[config.mk]
export PLATFORM = sky130hd
export DESIGN_NAME = frequency_gate_sequencer
export DESIGN_NICKNAME = d
export VERILOG_FILES = /design/src/rtl/frequency_gate_sequencer_pkg.sv /design/src/rtl/frequency_gate_sequencer_gate_timer.sv /design/src/rtl/frequency_gate_sequencer.sv
export SDC_FILE = /design/constraint.sdc
export NUM_CORES = 1
export LEC_CHECK = 0
export CORE_ASPECT_RATIO = 1.25
export CORE_UTILIZATION = 40
export CTS_CLUSTER_SIZE = 12
export DETAILED_ROUTE_END_ITERATION = 10
export PLACE_DENSITY_LB_ADDON = 0.08
export SLEW_MARGIN = 20
export SYNTH_ARGS = -nofsm -noshare
export SYNTH_HDL_FRONTEND = slang
export SYNTH_HIERARCHICAL = 1
export SYNTH_SLANG_ARGS = --single-unit
[constraint.sdc]
create_clock -name reference_clock -period 7.9 [get_ports reference_clock]
set_input_delay 1.185 -clock reference_clock [delete_from_list [all_inputs] [get_ports reference_clock]]
set_output_delay 1.185 -clock reference_clock [all_outputs]
set_load 0.01 [all_outputs]
[src/rtl/frequency_gate_sequencer_pkg.sv]
// rtl/frequency_gate_sequencer_pkg.sv - shared states, range encoding and decimal-point masks
package frequency_gate_sequencer_pkg;

    typedef enum logic [2:0] {
        ST_IDLE,
        ST_CLEAR,
        ST_GATE,
        ST_SETTLE,
        ST_LATCH,
        ST_HOLD
    } state_t;

    typedef logic [1:0] range_t;

    localparam range_t RANGE_0 = 2'd0;
    localparam range_t RANGE_1 = 2'd1;
    localparam range_t RANGE_2 = 2'd2;

    localparam logic [7:0] DP_RANGE_0 = 8'b0001_0000;
    localparam logic [7:0] DP_RANGE_1 = 8'b0010_0000;
    localparam logic [7:0] DP_RANGE_2 = 8'b0100_0000;

    // Smallest interval counter that still covers a 1 s gate at 100 MHz.
    localparam int unsigned MIN_TIMER_WIDTH = 27;

    // The unused fourth encoding selects the longest gate.
    function automatic range_t clamp_range(input logic [1:0] sel);
        return (sel == 2'd3) ? RANGE_2 : sel;
    endfunction

    function automatic logic [7:0] dp_mask(input range_t r);
        case (r)
            RANGE_0: return DP_RANGE_0;
            RANGE_1: return DP_RANGE_1;
            default: return DP_RANGE_2;
        endcase
    endfunction

endpackage

[src/rtl/frequency_gate_sequencer_gate_timer.sv]
// rtl/frequency_gate_sequencer_gate_timer.sv - loadable down-counter that flags the last cycle of an interval
module frequency_gate_sequencer_gate_timer
    import frequency_gate_sequencer_pkg::*;
#(
    parameter int unsigned WIDTH = MIN_TIMER_WIDTH
) (
    input  logic             reference_clock,
    input  logic             reset,
    input  logic             load,
    input  logic [WIDTH-1:0] load_value,
    output logic             done
);

    logic [WIDTH-1:0] remaining;

    // Load N on the edge that enters an interval; done is then high in its Nth cycle.
    always_ff @(posedge reference_clock) begin
        if (reset) begin
            remaining <= '0;
        end else if (load) begin
            remaining <= load_value;
        end else if (remaining != '0) begin
            remaining <= remaining - WIDTH'(1);
        end
    end

    assign done = (remaining == WIDTH'(1));

endmodule

[src/rtl/frequency_gate_sequencer.sv]
// rtl/frequency_gate_sequencer.sv - gated frequency counter sequencer; FREQUENCY_GATE_SEQUENCER_AUTORANGE_EN enables autoranging
module frequency_gate_sequencer
    import frequency_gate_sequencer_pkg::*;
#(
    parameter int unsigned COUNT_WIDTH   = 36,
    parameter int unsigned GATE_CYCLES_0 = 1000000,
    parameter int unsigned GATE_CYCLES_1 = 10000000,
    parameter int unsigned GATE_CYCLES_2 = 100000000,
    parameter int unsigned CLEAR_CYCLES  = 4,
    parameter int unsigned SETTLE_CYCLES = 4,
    parameter int unsigned LOW_THRESHOLD = 10000
) (
    input  logic                   reference_clock,
    input  logic                   reset,
    input  logic                   run,
    input  logic [1:0]             range_sel,
    input  logic [COUNT_WIDTH-1:0] count_in,
    input  logic                   result_ack,
    output logic                   gate,
    output logic                   clear_strobe,
    output logic                   latch_strobe,
    output logic [COUNT_WIDTH-1:0] result,
    output logic                   result_valid,
    output logic [1:0]             result_range,
    output logic                   result_overflow,
    output logic [7:0]             dp,
    output logic                   busy
);

    localparam int unsigned MAX_GATE_01 = (GATE_CYCLES_0 > GATE_CYCLES_1) ? GATE_CYCLES_0 : GATE_CYCLES_1;
    localparam int unsigned MAX_GATE    = (MAX_GATE_01 > GATE_CYCLES_2) ? MAX_GATE_01 : GATE_CYCLES_2;
    localparam int unsigned GATE_BITS   = $clog2(MAX_GATE + 1);
    localparam int unsigned TIMER_WIDTH = (GATE_BITS > MIN_TIMER_WIDTH) ? GATE_BITS : MIN_TIMER_WIDTH;

    typedef logic [TIMER_WIDTH-1:0] tcount_t;

    function automatic tcount_t gate_length(input range_t r);
        case (r)
            RANGE_0: return tcount_t'(GATE_CYCLES_0);
            RANGE_1: return tcount_t'(GATE_CYCLES_1);
            default: return tcount_t'(GATE_CYCLES_2);
        endcase
    endfunction

    state_t  state;
    range_t  active_range;
    range_t  start_range;
    range_t  auto_next_range;
    logic    count_all_ones;
    logic    timer_load;
    tcount_t timer_value;
    logic    timer_done;

    assign count_all_ones = &count_in;

`ifdef FREQUENCY_GATE_SEQUENCER_AUTORANGE_EN
    localparam logic [COUNT_WIDTH-1:0] LOW_THRESHOLD_C = COUNT_WIDTH'(LOW_THRESHOLD);

    // The range only moves at LATCH, from the count just measured.
    assign start_range = active_range;

    // Step to a shorter gate on overflow, a longer one on a weak count.
    always_comb begin
        auto_next_range = active_range;
        if (count_all_ones && (active_range != RANGE_0)) begin
            auto_next_range = active_range - 2'd1;
        end else if ((count_in < LOW_THRESHOLD_C) && (active_range != RANGE_2)) begin
            auto_next_range = active_range + 2'd1;
        end
    end
`else
    assign start_range     = clamp_range(range_sel);
    assign auto_next_range = active_range;
`endif

    // Reload the interval timer on every edge that enters CLEAR, GATE or SETTLE.
    always_comb begin
        timer_load  = 1'b0;
        timer_value = '0;
        case (state)
            ST_IDLE: begin
                if (run) begin
                    timer_load  = 1'b1;
                    timer_value = tcount_t'(CLEAR_CYCLES);
                end
            end
            ST_CLEAR: begin
                if (run && timer_done) begin
                    timer_load  = 1'b1;
                    timer_value = gate_length(active_range);
                end
            end
            ST_GATE: begin
                if (run && timer_done) begin
                    timer_load  = 1'b1;
                    timer_value = tcount_t'(SETTLE_CYCLES);
                end
            end
            ST_HOLD: begin
                if (result_ack && run) begin
                    timer_load  = 1'b1;
                    timer_value = tcount_t'(CLEAR_CYCLES);
                end
            end
            default: begin
                timer_load = 1'b0;
            end
        endcase
    end

    frequency_gate_sequencer_gate_timer #(
        .WIDTH(TIMER_WIDTH)
    ) u_gate_timer (
        .reference_clock(reference_clock),
        .reset          (reset),
        .load           (timer_load),
        .load_value     (timer_value),
        .done           (timer_done)
    );

    // Measurement sequence; every output is set on the edge that enters its state.
    always_ff @(posedge reference_clock) begin
        if (reset) begin
            state           <= ST_IDLE;
            active_range    <= RANGE_2;
            gate            <= 1'b0;
            clear_strobe    <= 1'b0;
            latch_strobe    <= 1'b0;
            result          <= '0;
            result_valid    <= 1'b0;
            result_range    <= RANGE_0;
            result_overflow <= 1'b0;
            dp              <= DP_RANGE_2;
            busy            <= 1'b0;
        end else begin
            case (state)
                ST_IDLE: begin
                    if (run) begin
                        state        <= ST_CLEAR;
                        active_range <= start_range;
                        clear_strobe <= 1'b1;
                        busy         <= 1'b1;
                    end
                end
                ST_CLEAR: begin
                    if (!run) begin
                        state        <= ST_IDLE;
                        clear_strobe <= 1'b0;
                        busy         <= 1'b0;
                    end else if (timer_done) begin
                        state        <= ST_GATE;
                        clear_strobe <= 1'b0;
                        gate         <= 1'b1;
                    end
                end
                ST_GATE: begin
                    if (!run) begin
                        state <= ST_IDLE;
                        gate  <= 1'b0;
                        busy  <= 1'b0;
                    end else if (timer_done) begin
                        state <= ST_SETTLE;
                        gate  <= 1'b0;
                    end
                end
                ST_SETTLE: begin
                    if (!run) begin
                        state <= ST_IDLE;
                        busy  <= 1'b0;
                    end else if (timer_done) begin
                        state        <= ST_LATCH;
                        latch_strobe <= 1'b1;
                    end
                end
                ST_LATCH: begin
                    state           <= ST_HOLD;
                    latch_strobe    <= 1'b0;
                    result          <= count_in;
                    result_range    <= active_range;
                    result_overflow <= count_all_ones;
                    result_valid    <= 1'b1;
                    dp              <= dp_mask(active_range);
                    active_range    <= auto_next_range;
                end
                ST_HOLD: begin
                    if (result_ack) begin
                        result_valid <= 1'b0;
                        if (run) begin
                            state        <= ST_CLEAR;
                            active_range <= start_range;
                            clear_strobe <= 1'b1;
                        end else begin
                            state <= ST_IDLE;
                            busy  <= 1'b0;
                        end
                    end
                end
                default: begin
                    state        <= ST_IDLE;
                    gate         <= 1'b0;
                    clear_strobe <= 1'b0;
                    latch_strobe <= 1'b0;
                    busy         <= 1'b0;
                end
            endcase
        end
    end

endmodule

== After elaboration in Yosys (flattened, before gate mapping) ==
Cells that the tools add are included.
Word-level totals
  bits in registers: 84
  input port bits: 42
  logic and storage cells: 97
Cells by class
  add/sub/neg operators: 1
  equality and inequality tests: 17
  muxes and demuxes: 42
  bitwise gates (word level): 4
  reduce and logical (&&, ||, !) cells: 21
Operators with widths (number)
  $pmux 27 s4: 1
  $mux 27: 3
  $pmux 27 s2: 1
  $reduce_and 36->1: 1
  $mux 3: 11
  $eq 27x1->1 const B: 1
  $reduce_bool 27->1: 1
  $sub 27x1->27 const B: 1
  $pmux 3 s6: 1
  $mux 1: 14
  $pmux 7 s2: 1
  $ne 2x2->1 const B: 6
  $ne 3x3->1 const B: 3
  $reduce_and 3->1: 3
  $pmux 1 s4: 2
  $reduce_or 4->1: 2
  $eq 3x2->1 const B: 2
  $eq 3x3->1 const B: 2
  $mux 2: 3
  $pmux 1 s3: 2
  $reduce_bool 2->1: 3
  $reduce_or 3->1: 2
  $reduce_and 5->1: 1
  $not 1->1: 4
  11 further kinds: 14

== Logic depth before layout (Yosys ltp) ==
Gate-level depths: netlist (run 1).
  word-level depth: 5
  depth in mapped cells: 15
  gate-level depth less buffers: 12

== Hierarchy ==
Netlist (run 1), hierarchy kept.
Modules (own cells, without submodules)
  frequency_gate_sequencer: times used 1, cells an instance 284, area an instance 2478.6 µm², sequential area each 1041.0 µm²
  frequency_gate_sequencer_gate_timer: times used 1, cells an instance 207, area an instance 1651.6 µm², sequential area each 540.5 µm²

== Worst setup path before layout (run 1) ==
Ideal clock, no wire load.
  path kind: reg-to-reg
  start: reg u_gate_timer.remaining[22]
  end: reg u_gate_timer.remaining[15]
  library setup time: 0.086 ns
  arrival: 2.947 ns
  data required time: 7.814 ns
  slack: 4.868 ns
  stages on the path, launching flop included: 13
  path buffers: 3
  clock period less this slack: 3.032 ns
  cells stage by stage: dfxtp_1 or4_4 nor4_1 and4_1 nand2_1 nor2_1 nand2_1 nand2b_1 buf_2 inv_1 clkbuf_1 clkbuf_1 a211oi_1
Between the ends
  longest elaborated chain between the ends: 5
  elaborated cells on any way between the ends: 9
  those cells by class: eq/ne: 1; mux: 5; reduce/logical: 3
Ends and longest elaborated chain
  from (decl): line frequency_gate_sequencer_gate_timer.sv:14  | logic [WIDTH-1:0] remaining;
  from (signal assigned): line frequency_gate_sequencer_gate_timer.sv:21  | remaining <= load_value;
  from (signal assigned): line frequency_gate_sequencer_gate_timer.sv:23  | remaining <= remaining - WIDTH'(1);
  $eq 27x1->1 *: line frequency_gate_sequencer_gate_timer.sv:27  | assign done = (remaining == WIDTH'(1));
  net timer_done: line frequency_gate_sequencer.sv:52  | logic timer_done;
  $logic_and 1x1->1 *: line frequency_gate_sequencer.sv:88, frequency_gate_sequencer.sv:94
  $mux 1 *: line frequency_gate_sequencer.sv:88, frequency_gate_sequencer.sv:94
  $pmux 1 s3 *: line frequency_gate_sequencer.sv:80  | case (state)
  net timer_load: line frequency_gate_sequencer.sv:50  | logic timer_load;
  $mux 27 / $reduce_bool 2->1 (equally long branches)
The timed path passes the listed nets; every way through them passes the cells marked *.
A chain may end at the register's enable or synchronous reset.

== Worst setup path after layout (run 1) ==
  start: reg u_gate_timer.remaining[22]
  end: reg u_gate_timer.remaining[5]
The elaborated chain is that of the path after synthesis.

==> results of run 1 <==
cells by family after synthesis:
logic type / Yosys count / share of synthesized area, %
simple gates: 233 / 30.5
compound gates: 119 / 20.9
flops: 79 / 38.3
buf+inv: 45 / 7.03
xor+xnor: 11 / 2.33
fa+ha+maj: 2 / 0.606
other cells: 1 / 0.0908
mux: 1 / 0.242
area by class of cell:
| type | instances | share of cell area (%) |
|---|---|---|
| Clock inverter | 4 | 0.929 |
| Timing Repair Buffer | 92 | 17.3 |
| Multi-Input combinational cell | 378 | 43.8 |
| Clock buffer | 10 | 4.36 |
| Inverter | 6 | 0.429 |
| Sequential cell | 79 | 30.1 |
| Tap cell | 129 | 3.07 |
where the power goes:
part	leakage, nW	switching, mW	internal [mW]
Combinational	0.961	0.0908	0.0726
Sequential	0.642	0.0236	0.415
Clock	0.138	0.156	0.240
Total	1.74	0.271	0.728
registers in the layout, indices dropped and copies added (netlist names):
signal and flops:
result_range 2, gate 1, result 36, active_range 2, state 3, clear_strobe 1
busy 1, result_overflow 1, u_gate_timer/remaining 27, dp 3, latch_strobe 1, result_valid 1
worst max-delay path, delay by kind of cell, from the launching register on:
| family | cells | cell delay (ns) |
|---|---|---|
| compound gates | 2 | 0.34 |
| simple gates | 9 | 2.79 |
| buf+inv | 2 | 1.09 |
| flops | 1 | 0.36 |
layout by cell type, fill, tap and decap left out, drive strengths merged, types with 3 or more instances in the layout:
| cell | count |
|---|---|
| a211oi | 11 |
| a21oi | 67 |
| a311oi | 3 |
| and3 | 3 |
| buf | 5 |
| clkbuf | 10 |
| clkdlybuf4s50 | 87 |
| clkinv | 5 |
| conb | 12 |
| dfxtp | 79 |
| inv | 4 |
| nand2 | 111 |
| nand2b | 8 |
| nand3 | 10 |
| nand3b | 3 |
| nand4 | 12 |
| nor2 | 33 |
| nor2b | 4 |
| nor3 | 16 |
| nor3b | 4 |
| nor4 | 11 |
| o21ai | 14 |
| o31ai | 3 |
| or2 | 4 |
| or3 | 5 |
| xnor2 | 11 |
cell usage after synthesis, types with 2 or more instances:
cell type	n	share of area (%)
sky130_fd_sc_hd__inv_1	5	0.45
sky130_fd_sc_hd__nor3_1	15	1.8
sky130_fd_sc_hd__a311oi_1	3	0.64
sky130_fd_sc_hd__a211oi_1	11	2.0
sky130_fd_sc_hd__buf_4	7	1.3
sky130_fd_sc_hd__dfxtp_1	79	38
sky130_fd_sc_hd__a31oi_1	2	0.30
sky130_fd_sc_hd__nand4_1	11	1.7
sky130_fd_sc_hd__a21oi_1	28	3.4
sky130_fd_sc_hd__nand2_2	39	5.9
sky130_fd_sc_hd__nor4b_1	2	0.42
sky130_fd_sc_hd__or3_1	3	0.45
sky130_fd_sc_hd__nor2b_1	4	0.61
sky130_fd_sc_hd__or3_4	2	0.55
sky130_fd_sc_hd__or2_2	2	0.30
sky130_fd_sc_hd__o41ai_1	2	0.42
sky130_fd_sc_hd__o22ai_1	2	0.30
sky130_fd_sc_hd__nor3b_1	4	0.73
sky130_fd_sc_hd__clkbuf_1	11	1.0
sky130_fd_sc_hd__a21oi_2	39	8.3
sky130_fd_sc_hd__and4_1	2	0.42
sky130_fd_sc_hd__buf_2	12	1.5
sky130_fd_sc_hd__xnor2_1	11	2.3
sky130_fd_sc_hd__nor4_4	2	1.0
sky130_fd_sc_hd__nor4_2	2	0.61
sky130_fd_sc_hd__a21o_1	2	0.36
sky130_fd_sc_hd__buf_12	4	1.9
sky130_fd_sc_hd__buf_1	3	0.27
sky130_fd_sc_hd__nand2b_1	8	1.2
sky130_fd_sc_hd__nand3b_1	3	0.55
sky130_fd_sc_hd__ha_1	2	0.61
sky130_fd_sc_hd__nor4_1	7	1.1
sky130_fd_sc_hd__nor2_1	33	3.0
sky130_fd_sc_hd__o31ai_1	3	0.55
sky130_fd_sc_hd__nand3_1	10	1.2
sky130_fd_sc_hd__nand2_1	72	6.5
sky130_fd_sc_hd__o21bai_1	2	0.36
sky130_fd_sc_hd__buf_6	2	0.55
sky130_fd_sc_hd__o21ai_0	13	1.6
sky130_fd_sc_hd__and3_1	3	0.45
sky130_fd_sc_hd__o211a_1	2	0.48
through the flow:
stage,util [%],instance area (sq um),total power [mW]
final,52.2,5250,0.999
after global placement,49.5,4970,0.606
after CTS,52.2,5250,1.01
after global routing,52.2,5250,1.05
after detailed placement,49.5,4970,0.609
after floorplan,-,4170,0.557
routing by layer:
layer	GRT usage [%]	up-vias	share of wire [%]
met5	0	-	0
met4	8.82	0	2.2
met3	6.82	17	7.0
met2	33.3	86	49
met1	23.9	1713	42
li1	-	1850	-
how the worst max path moves through the flow:
stage,start,slack [ns],endpoint,cells past startpoint
finish,u_gate_timer/remaining[22],3.21,u_gate_timer/remaining[5],13
floorplan,u_gate_timer/remaining[22],4.87,u_gate_timer/remaining[15],12
CTS,u_gate_timer/remaining[22],3.65,u_gate_timer/remaining[5],13
global placement,u_gate_timer/remaining[22],3.81,u_gate_timer/remaining[5],13
detailed placement,u_gate_timer/remaining[22],3.67,u_gate_timer/remaining[5],13
global route,u_gate_timer/remaining[22],2.85,u_gate_timer/remaining[5],13
==> run_results.csv, run 1 <==
group,metric,value,unit
outcome,outcome,"completed",
placed_design,dp_worst_setup_slack,3.67,ns
clocking,insertion_delay,0.33,ns
clocking,clock-root-buffer,"sky130_fd_sc_hd__clkbuf_16",
critical_path,timing_worst_setup_path_type,"reg -> reg",
layout,final_layout_size_suffix_gt1_share,19.7,%
timing,tightestPinTransition,0.971,ns
critical_path,cp.arrival,4.91,ns
global_route,grt_usage,20.2,%
drt,drt_iter0_drc,202,
synth,asyncSetResetFlopFracSynth,0,%
timing,timing_hold_violations_final,0,
run,drv_cap,0,
clocking,cts_tree,"done",
synth,ys.flop_type,"sky130_fd_sc_hd__dfxtp_1",
synth,syn_area_per_cell,8.41,sq um
clocking,cts_made_buffers,9,
critical_path,worst_r2r_path_depth,13,
clocking,clkTransAtPathRegs,0.06,ns
clocking,cts-hold-fix-buffers,0,
clocking,post_cts.repair.setup_buffers,0,
critical_path,timing.reg2reg.setup_slack,3.21,ns
timing,grt_setup_unrepaired,"false",
synth,number_of_instances_in_the_synthesized_netlist,491,
floorplan,floorplan.io_pins,94,
layout,fillerInstances,996,
drt,dr.pass1.iters,4,
floorplan,floorplan.initialDensity,41.1,%
synth,synth-edff-count,0,
critical_path,library_cell_contributing_the_largest_single_delay_on_the_critical_path,"sky130_fd_sc_hd__clkinv_1",
clocking,number_of_h_tree_levels,3,
drt,drt-wirelength-per-cell,14.9,um
placed_design,place.detailed.hpwl,7.25,mm
global_route,number_of_global_route_vias_before_repair,3570,
layout,design.final.nets,610,
worst_hold_path,worstHoldEndpoint,"result[30]",
global_route,initial_antenna_violation_count,0,
pwr,leak_pwr,1.74,nW
floorplan,die_height,116,um
synth,ys_warn_count,6,
floorplan,die-width,92.9,um
drt,post_drt_via_cell_ratio,5.25,
clocking,cts.sinks,79,
worst_hold_path,min_from,"result[30]",
synth,synth.cell_area,4130,sq um
critical_path,worstReg2RegEnd,"u_gate_timer/remaining[5]",
layout,multiInputGateArea,2300,sq um
timing,hold-worst-slack,0.464,ns
pwr,vdd_ir_drop_max,101,uV
drt,post-route-drc-count,0,
floorplan,floorplan.die_area,10700,sq um
critical_path,r2r-start,"u_gate_timer/remaining[22]",
placed_design,globalplace.congestion,0.804,
layout,num_antenna_cells,0,
pwr,pwr_density_cell,190,nW/um^2
layout,sequential_cell_area,1580,sq um
global_route,grt_overflow_total,0,
critical_path,slowest_delay,0.82,ns
floorplan,placeableCoreArea,10100,sq um
clocking,maximum_clock_insertion_buffer_count,2,
synth,yosys_register_bits,79,
placed_design,portBuffers,88,
timing,finalSetupViolations,0,
layout,flow.area_growth_from_synthesis,27.1,%
timing,fin_setup_tns,0,ns
timing,final-max-slew-violation-count,0,
placed_design,numPlacedInstances,684,
global_route,wire_length_of_the_first_global_routing_pass,17.0,mm
timing,layout_worst_path_cycle_share,59.4,%
worst_hold_path,worstHoldPathType,"reg -> reg",
timing,worst_clock_skew,0.00509,ns
critical_path,worst_setup_path_start_kind,"flip-flop",
drt,dr_total_vias,3666,
critical_path,critical_path_cell_sequence,"or4_4 > nor4_1 > and4_1 > nand2_1 > nor2_1 > nand2_1 > nand2b_1 > buf_4 > clkinv_1 > and3_1 > a21oi_1 > nor3_1 > a31o_1",
drt,totalWireLength,10.4,mm
global_route,grt_max_degree,64,
floorplan,core.rowCount,41,
critical_path,worstPathMaxFanout,40,
timing,slew_headroom,34.9,%
timing,layout_min_cycle_time,4.69,ns
layout,final-instance-count-excl-fill,698,
drt,antenna_left,0,
critical_path,timing.critical_path.to_type,"flip-flop",
timing,fmaxAchievable,213,MHz
synth,synth_cell_types,63,
timing,setup_slack,3.21,ns
critical_path,worst_ep_required_time,8.12,ns
synth,share_of_synthesized_area_occupied_by_flip_flops_and_latches,38.3,%
critical_path,critPathMostFrequentCell,"sky130_fd_sc_hd__nand2_1",
worst_hold_path,min_path_cells,2,
clocking,postcts_resize_cnt,0,
No activity file was read; power rests on OpenSTA's default activity.
==> inputs of run 2 (changes only) <==
==> constraint.sdc (replaced) <==
create_clock -name reference_clock -period 4.5 [get_ports reference_clock]
set_input_delay 0.675 -clock reference_clock [delete_from_list [all_inputs] [get_ports reference_clock]]
set_output_delay 0.675 -clock reference_clock [all_outputs]
set_load 0.01 [all_outputs]
==> run 2 against run 1 <==
  * Via count up 2.0%
  * Critical path depth down 1
  * Worst setup slack worse by 2.0 ns
  * Core utilization up 0.15 points
  * Power up 74%
  * Critical path type unchanged
==> run_results.csv, run 2 (synthesized netlist as in run 1, its figures left out) <==
group,metric,value,unit
placed_design,dp_worst_setup_slack,1.22,ns
critical_path,cp_top_family,"simple AND/OR/NAND/NOR gates",
clocking,maximum_clock_insertion_buffer_count,2,
timing,final-max-slew-violation-count,0,
floorplan,die-width,92.9,um
global_route,grt_overflow_total,0,
drt,antenna_left,0,
pwr,vdd_ir_drop_max,216,uV
outcome,outcome,"completed",
drt,drt-wirelength-per-cell,15.2,um
critical_path,critical_path_cell_sequence,"or4_4 > nor4_1 > buf_4 > and4_1 > nand2_1 > nor2_1 > nand2_1 > nand2b_1 > or3_4 > or3_4 > nand2_1 > a211oi_1",
run,drv_cap,0,
floorplan,floorplan.io_pins,94,
timing,layout_min_cycle_time,3.29,ns
timing,slew_headroom,39.7,%
critical_path,timing_worst_setup_path_type,"reg -> reg",
drt,totalWireLength,10.7,mm
placed_design,detailed_place.area,4990,sq um
layout,flow.area_growth_from_synthesis,27.5,%
layout,leading_cell_types_in_the_layout_fill_and_taps_excluded,"sky130_fd_sc_hd__clkdlybuf4s50_1, sky130_fd_sc_hd__dfxtp_1, sky130_fd_sc_hd__nand2_1, sky130_fd_sc_hd__nand2_2, sky130_fd_sc_hd__a21oi_2",
critical_path,timing.critical_path.to_type,"flip-flop",
critical_path,cp.arrival,3.54,ns
placed_design,place.detailed.hpwl,7.32,mm
placed_design,globalplace.congestion,0.827,
floorplan,floorplan.die_area,10700,sq um
clocking,postcts_resize_cnt,0,
floorplan,die_height,116,um
timing,finalSetupViolations,0,
critical_path,slowest_delay,0.57,ns
layout,number_of_flip_flops_in_the_largest_register,36,
clocking,clkTransAtPathRegs,0.06,ns
critical_path,worstPathMaxFanout,12,
placed_design,portBuffers,88,
layout,regMostFlops,"result",
global_route,wire_length_of_the_first_global_routing_pass,17.2,mm
worst_hold_path,worstHoldPathType,"reg -> reg",
drt,post_drt_via_cell_ratio,5.32,
clocking,cts-hold-fix-buffers,0,
clocking,insertion_delay,0.34,ns
global_route,initial_antenna_violation_count,0,
layout,post-route-util,52.4,%
drt,post-route-drc-count,0,
layout,post-route-cell-area,5270,sq um
floorplan,placeableCoreArea,10100,sq um
clocking,cts_tree,"done",
clocking,clock-root-buffer,"sky130_fd_sc_hd__clkbuf_16",
timing,setup_slack,1.21,ns
timing,worst_clock_skew,0.00662,ns
layout,largestRegisters,"result x36, u_gate_timer/remaining x27",
timing,fin_setup_tns,0,ns
timing,timing_hold_violations_final,0,
global_route,grt_usage,20.5,%
drt,dr_total_vias,3738,
clocking,cts.sinks,79,
layout,final_common_cell,"sky130_fd_sc_hd__clkdlybuf4s50_1",
pwr,pwr_density_cell,331,nW/um^2
floorplan,core.rowCount,41,
timing,tightestPinTransition,0.902,ns
timing,layout_worst_path_cycle_share,73.2,%
critical_path,crit_buf_inv,1,
layout,design.final.nets,612,
clocking,number_of_h_tree_levels,3,
floorplan,floorplan.initialDensity,41.1,%
timing,grt_setup_unrepaired,"false",
clocking,post_cts.repair.setup_buffers,0,
pwr,leak_pwr,1.75,nW
pwr,finalPower,1.74,mW
critical_path,critPathMostFrequentCell,"sky130_fd_sc_hd__nand2_1",
critical_path,library_cell_contributing_the_largest_single_delay_on_the_critical_path,"sky130_fd_sc_hd__or4_4",
layout,num_antenna_cells,0,
global_route,grt_max_degree,47,
timing,fmaxAchievable,304,MHz
global_route,number_of_global_route_vias_before_repair,3537,
drt,dr.pass1.iters,4,
layout,final_layout_size_suffix_gt1_share,20.1,%
drt,drt_iter0_drc,199,
clocking,cts_made_buffers,9,
critical_path,worst_setup_path_start_kind,"flip-flop",
critical_path,worst_ep_required_time,4.75,ns
run 2: area by class of cell:
| cell class | instances | area [sq um] |
|---|---|---|
| sequential | 79 | 1580 |
| inverter | 6 | 22.5 |
| clock inverter | 3 | 17.5 |
| fill | 985 | 4790 |
| clock buffer | 13 | 260 |
| multi-input combinational | 378 | 2300 |
| tap | 129 | 161 |
| timing repair buffer | 94 | 921 |
run 2: where the power goes:
part / switching (mW) / internal [mW] / total, mW
sequential: 0.0418 / 0.728 / 0.770
combinational: 0.160 / 0.130 / 0.290
clock: 0.280 / 0.402 / 0.682
run 2: metrics by stage:
stage	hold slack (ns)	cells
6_report	0.457	702
5_1_grt	0.476	702
4_1_cts	0.461	702
3_5_place_dp	0.449	686
3_3_place_gp	0.441	686
2_1_floorplan	0.470	502
run 2: tightest hold or removal path: stages, from the launching register on:
cell	delay, ns
sky130_fd_sc_hd__dfxtp_1	0.31
sky130_fd_sc_hd__nand2_1	0.05
sky130_fd_sc_hd__a21oi_1	0.05
run 2: worst paths after layout:
path	startpoint	endpoint	slack, ns	cells past startpoint
max	u_gate_timer/remaining[22]	u_gate_timer/remaining[15]	1.21	12
min	result_range[1]	result_range[1]	0.46	2
max reg2reg	u_gate_timer/remaining[22]	u_gate_timer/remaining[15]	1.21	12
min reg2reg	result_range[1]	result_range[1]	0.46	2
run 2: per-layer routing:
layer	track usage, %	up-vias	share of wire [%]
li1	-	1856	-
met1	25.2	1762	44
met2	32.7	103	47
met3	6.50	17	6.6
met4	9.13	0	2.2
met5	0	-	0
==> inputs of run 3 (changes only) <==
==> constraint.sdc (replaced) <==
create_clock -name reference_clock -period 3.4 [get_ports reference_clock]
set_input_delay 0.51 -clock reference_clock [delete_from_list [all_inputs] [get_ports reference_clock]]
set_output_delay 0.51 -clock reference_clock [all_outputs]
set_load 0.01 [all_outputs]
==> run 3 against run 2 <==
  * Count of clock-buffer cells in the layout is 3 lower
  * Hold slack better by 0.0073 ns
  * Wire length shrank 1.2%
  * Fmax up 7.4%
  * Power rose by 44%
  * Via count down 1.5%
  * Clock skew about the same
  * Critical path depth shrank 1
  * Combinational power increased by 38%
  * Sequential cell count unchanged
  * Final cell count rose by 0.57%
  * First-iteration DRC count grew 16%
  * Critical path type unchanged
  * Largest power group is now clock
==> run_results.csv, run 3 (synthesized netlist as in run 1, its figures left out) <==
group,metric,value,unit
floorplan,die_height,116,um
layout,num_antenna_cells,0,
critical_path,cp.arrival,3.31,ns
run,drv_cap,0,
placed_design,dp_worst_setup_slack,0.315,ns
clocking,clock-root-buffer,"sky130_fd_sc_hd__clkbuf_16",
critical_path,worst_r2r_path_depth,11,
layout,final_common_cell,"sky130_fd_sc_hd__clkdlybuf4s50_1",
clocking,cts-hold-fix-buffers,0,
layout,post-route-util,53.4,%
placed_design,detailed_place.area,5030,sq um
timing,final-max-slew-violation-count,0,
timing,tightestPinTransition,0.869,ns
outcome,outcome,"completed",
drt,antenna_left,0,
layout,post-route-cell-area,5370,sq um
critical_path,timing.critical_path.to_type,"flip-flop",
critical_path,timing.reg2reg.setup_slack,0.33,ns
placed_design,globalplace.congestion,0.824,
global_route,grt_overflow_total,0,
pwr,leak_pwr,1.81,nW
clocking,post_cts.repair.setup_buffers,0,
critical_path,r2r-start,"u_gate_timer/remaining[22]",
layout,final-instance-count-excl-fill,706,
floorplan,floorplan.initialDensity,41.1,%
drt,dr.pass1.iters,4,
layout,regMostFlops,"result",
floorplan,placeableCoreArea,10100,sq um
floorplan,floorplan.die_area,10700,sq um
placed_design,portBuffers,88,
timing,setup_slack,0.333,ns
drt,totalWireLength,10.5,mm
timing,layout_min_cycle_time,3.07,ns
timing,fin_setup_tns,0,ns
drt,post-route-drc-count,0,
worst_hold_path,worstHoldEndpoint,"result[5]",
worst_hold_path,min_path_cells,2,
pwr,pwr_density_cell,467,nW/um^2
critical_path,timing.critical_path.from,"u_gate_timer/remaining[22]",
clocking,number_of_h_tree_levels,3,
drt,drt-wirelength-per-cell,14.9,um
layout,number_of_flip_flops_in_the_largest_register,36,
drt,drt_iter0_drc,230,
layout,flow.area_growth_from_synthesis,29.9,%
global_route,wire_length_of_the_first_global_routing_pass,17.3,mm
pwr,finalPower,2.51,mW
drt,post_drt_via_cell_ratio,5.22,
clocking,insertion_delay,0.33,ns
timing,fmaxAchievable,326,MHz
critical_path,worstReg2RegEnd,"u_gate_timer/remaining[21]",
clocking,postcts_resize_cnt,0,
timing,finalSetupViolations,0,
worst_hold_path,worstHoldPathType,"reg -> reg",
global_route,grt_usage,20.4,%
clocking,cts_tree,"done",
timing,timing_hold_violations_final,0,
global_route,initial_antenna_violation_count,0,
clocking,cts.sinks,79,
global_route,grt_max_degree,44,
layout,design.final.nets,618,
timing,worst_clock_skew,0.00624,ns
timing,hold-worst-slack,0.464,ns
clocking,cts_made_buffers,9,
worst_hold_path,min_from,"result[5]",
critical_path,worst_ep_required_time,3.64,ns
drt,dr_total_vias,3683,
layout,leading_cell_types_in_the_layout_fill_and_taps_excluded,"sky130_fd_sc_hd__clkdlybuf4s50_1, sky130_fd_sc_hd__dfxtp_1, sky130_fd_sc_hd__nand2_1, sky130_fd_sc_hd__nand2_2, sky130_fd_sc_hd__a21oi_2",
critical_path,worstPathMaxFanout,12,
timing,layout_worst_path_cycle_share,90.2,%
timing,grt_setup_unrepaired,"false",
pwr,vdd_ir_drop_max,253,uV
global_route,number_of_global_route_vias_before_repair,3581,
floorplan,die-width,92.9,um
clocking,maximum_clock_insertion_buffer_count,2,
floorplan,floorplan.io_pins,94,
critical_path,timing_worst_setup_path_type,"reg -> reg",
layout,final_layout_size_suffix_gt1_share,21.0,%
timing,slew_headroom,42.0,%
placed_design,numPlacedInstances,692,
clocking,clkTransAtPathRegs,0.06,ns
placed_design,place.detailed.hpwl,7.41,mm
critical_path,worst_setup_path_start_kind,"flip-flop",
layout,largestRegisters,"result x36, u_gate_timer/remaining x27",
floorplan,core.rowCount,41,
==> run 3: cell count changes in the layout (fill, tap and decap cells not counted) <==
| cell | before | now |
|---|---|---|
| sky130_fd_sc_hd__clkbuf_1 | 2 | 0 |
| sky130_fd_sc_hd__clkbuf_8 | 2 | 1 |
| sky130_fd_sc_hd__bufinv_16 | 0 | 3 |
| sky130_fd_sc_hd__clkinv_2 | 2 | 1 |
| sky130_fd_sc_hd__buf_4 | 6 | 12 |
| sky130_fd_sc_hd__clkinvlp_4 | 1 | 0 |
==> run 3: final cells by class <==
type | instances | area [sq um]
clock inverters | 4 | 95.1
repair buffers | 100 | 966
fillers | 979 | 4690
flip-flops and latches | 79 | 1580
well taps | 129 | 161
clock buffers | 10 | 239
multi-input cells | 378 | 2300
inverters | 6 | 22.5
==> run 3: worst max path at each step <==
stage | to | slack [ns] | cells after the start
floorplan | u_gate_timer/remaining[15] | 0.37 | 12
detailed placement | u_gate_timer/remaining[15] | 0.32 | 11
finish | u_gate_timer/remaining[21] | 0.33 | 11
global route | u_gate_timer/remaining[17] | 0.01 | 11
CTS | u_gate_timer/remaining[21] | 0.30 | 11
global placement | u_gate_timer/remaining[8] | 0.41 | 9
==> run 3: routing by layer <==
metal	vias to the layer above	share of wire (%)	GRT usage, %	routed length (um)
met5	-	0	0	0
met2	99	49	33.5	5170
met3	17	5.7	4.86	604
met1	1698	43	25.0	4500
met4	0	2.4	10.5	253
li1	1869	-	-	-
==> run 3: critical path, stage by stage, from the launching register on <==
cell and delay, ns:
sky130_fd_sc_hd__dfxtp_1 0.35, sky130_fd_sc_hd__or4_4 0.58, sky130_fd_sc_hd__nor4_1 0.30, sky130_fd_sc_hd__and4_1 0.28, sky130_fd_sc_hd__nand2_1 0.07, sky130_fd_sc_hd__nor2_1 0.18, sky130_fd_sc_hd__nand2_1 0.15, sky130_fd_sc_hd__nand2b_1 0.18
sky130_fd_sc_hd__or3_4 0.15, sky130_fd_sc_hd__or3_4 0.19, sky130_fd_sc_hd__nand2_1 0.27, sky130_fd_sc_hd__a211oi_1 0.28
==> run 3: where the power goes <==
part | switching (mW) | internal, mW
clock network | 0.359 | 0.727
logic | 0.217 | 0.183
registers | 0.0544 | 0.964
total | 0.631 | 1.87
==> variant (config.mk and constraints of run 2) <==
Add a define of `FREQUENCY_GATE_SEQUENCER_AUTORANGE_EN`.
--- a/src/rtl/frequency_gate_sequencer.sv
+++ b/src/rtl/frequency_gate_sequencer.sv
@@ -1,2 +1,4 @@
 // rtl/frequency_gate_sequencer.sv - gated frequency counter sequencer; FREQUENCY_GATE_SEQUENCER_AUTORANGE_EN enables autoranging
+`define FREQUENCY_GATE_SEQUENCER_AUTORANGE_EN
+
 module frequency_gate_sequencer
Function: same outputs for any inputs over 10 cycles, from zero or initial values and one cycle with reset high; that may be too few to reach the edited logic, so the function may still have changed.
==> variant against run 2 <==
Clock skew is 0.0017 ns higher. Wire length is 4.0% higher. Setup slack worse by 0.19 ns. Power up 3.5%. Sequential power is 0.5% higher. Sequential cell count unchanged. Final cell count is 2.4% higher. Via count grew 3.6%. Combinational power grew 6%. Cell area decreased by 1.0%. Count of clock-buffer cells in the layout down 4. Synthesized area down 3.2%.
==> variant: results (changes against run 2) <==
layout:
  stdcell_area_sq_um: 5210  # was 5270 sq um
  n_all_buffers: 93  # was 94
  nets: 638  # was 612
  multi_input_area_sq_um: 2230  # was 2300 sq um
  num_antenna_cells: 0  # unchanged
  drive_above_1_share_pct: 7.25  # was 20.1%
  filler_cell_count: 919  # was 985
  nonClkBufAreaFrac_pct: 17.4  # was 17.5%
  multi_input_cells: 393  # was 378
  clkCellAreaFrac_pct: 5.52  # was 5.28%
  n_all_inverters: 13  # was 6
critical_path:
  ff2ff_setup_slack_ns: 1.02  # was 1.21 ns
  critPathArrivalTime_ns: 3.74  # was 3.54 ns
  cp_common_cell: "or3_4"  # was nand2_1
  reg2reg_depth: 10  # was 12
clock_tree:
  cts_root_buf: "clkbuf_16"  # unchanged
  htreeDepth: 3  # unchanged
global_route:
  grt_usage_pct: 21.8  # was 20.5%
  grt_pass1_vias: 3616  # was 3,537
  grt_start_max_net_pins: 53  # was 47
  grt_pass1_wl_um: 17900  # was 17,200 um
hold_path:
  holdPathEnd: "result[2]"  # was result_range[1]
  hold_path.startpoint: "result[2]"  # was result_range[1]
timing:
  whs_ns: 0.452  # was 0.457 ns
  relSlewSlack_pct: 30.0  # was 39.7%
  fin_skew_ns: 0.00834  # was 0.00662 ns
  period_minus_slack_ns: 3.48  # was 3.29 ns
pwr:
  ir_drop_uv: 176  # was 216 uV
  powerClk_uw: 721  # was 682 uW
  pwr-share-seq_pct: 42.9  # was 44.2%
  power.leakage_uw: 0.00179  # was 0.00175 uW
  p_sw_share_pct: 28.4  # was 27.6%
  powerSeq_uw: 774  # was 770 uW
detailed_routing:
  via_per_inst: 5.39  # was 5.32
  totalWireLength_um: 11100  # was 10,700 um
status:
  status: "complete, no violations"  # unchanged
placement:
  portBuffers: 86  # was 88
  place.gp.congestion: 0.810  # was 0.827
  postPlaceCellArea_sq_um: 4920  # was 4990 sq um
  place.detailed.hpwl_um: 7870  # was 7320 um
  dp_cells: 704  # was 686
synthesis:
  synth_area_leaders: "dfxtp_1 (40%), nand2_1 (10%), a21oi_1 (8.6%)"  # was dfxtp_1 (38%), a21oi_2 (8.3%), nand2_1 (6.5%)
  synth_cells: 512  # was 491
  synth_seq_area_share_pct: 39.6  # was 38.3%
  yosysUniqueCellTypes: 58  # was 63
  synthTopCellsByCount: "nand2_1 (107), dfxtp_1 (79), a21oi_1 (69)"  # was dfxtp_1 (79), nand2_1 (72), a21oi_2 (39), nand2_2 (39), nor2_1 (33)
floorplanning:
  core_area_sq_um: 9660  # was 10,100 sq um
-- variant: cell types whose count changed in the layout (fill, tap and decap cells not counted), moves of 3 or more --
cell / before / now
nor4_1: 7 / 12
inv_2: 0 / 3
a21oi_2: 39 / 0
nand2_2: 39 / 0
inv_1: 5 / 9
nor3_1: 15 / 19
nand4_1: 11 / 15
a21oi_1: 28 / 69
nand2_1: 72 / 107
ha_1: 2 / 7
nand3b_1: 3 / 0
-- variant: routing by layer --
| metal | vias up | GRT usage [%] | wire, um |
|---|---|---|---|
| li1 | 1951 | - | - |
| met1 | 1827 | 25.7 | 4730 |
| met2 | 83 | 37.8 | 5610 |
| met3 | 12 | 4.87 | 563 |
| met4 | 0 | 9.63 | 185 |
| met5 | - | 0 | 0 |
-- variant: cell families after synthesis --
group	synth area share, %
other	0.0938
buffers and inverters	5.88
muxes	0.782
AOI/OAI and AO/OA	18.1
and+or+nand+nor	30.8
adders and majority gates	2.19
DFF	39.6
xor gates and xnor gates	2.63
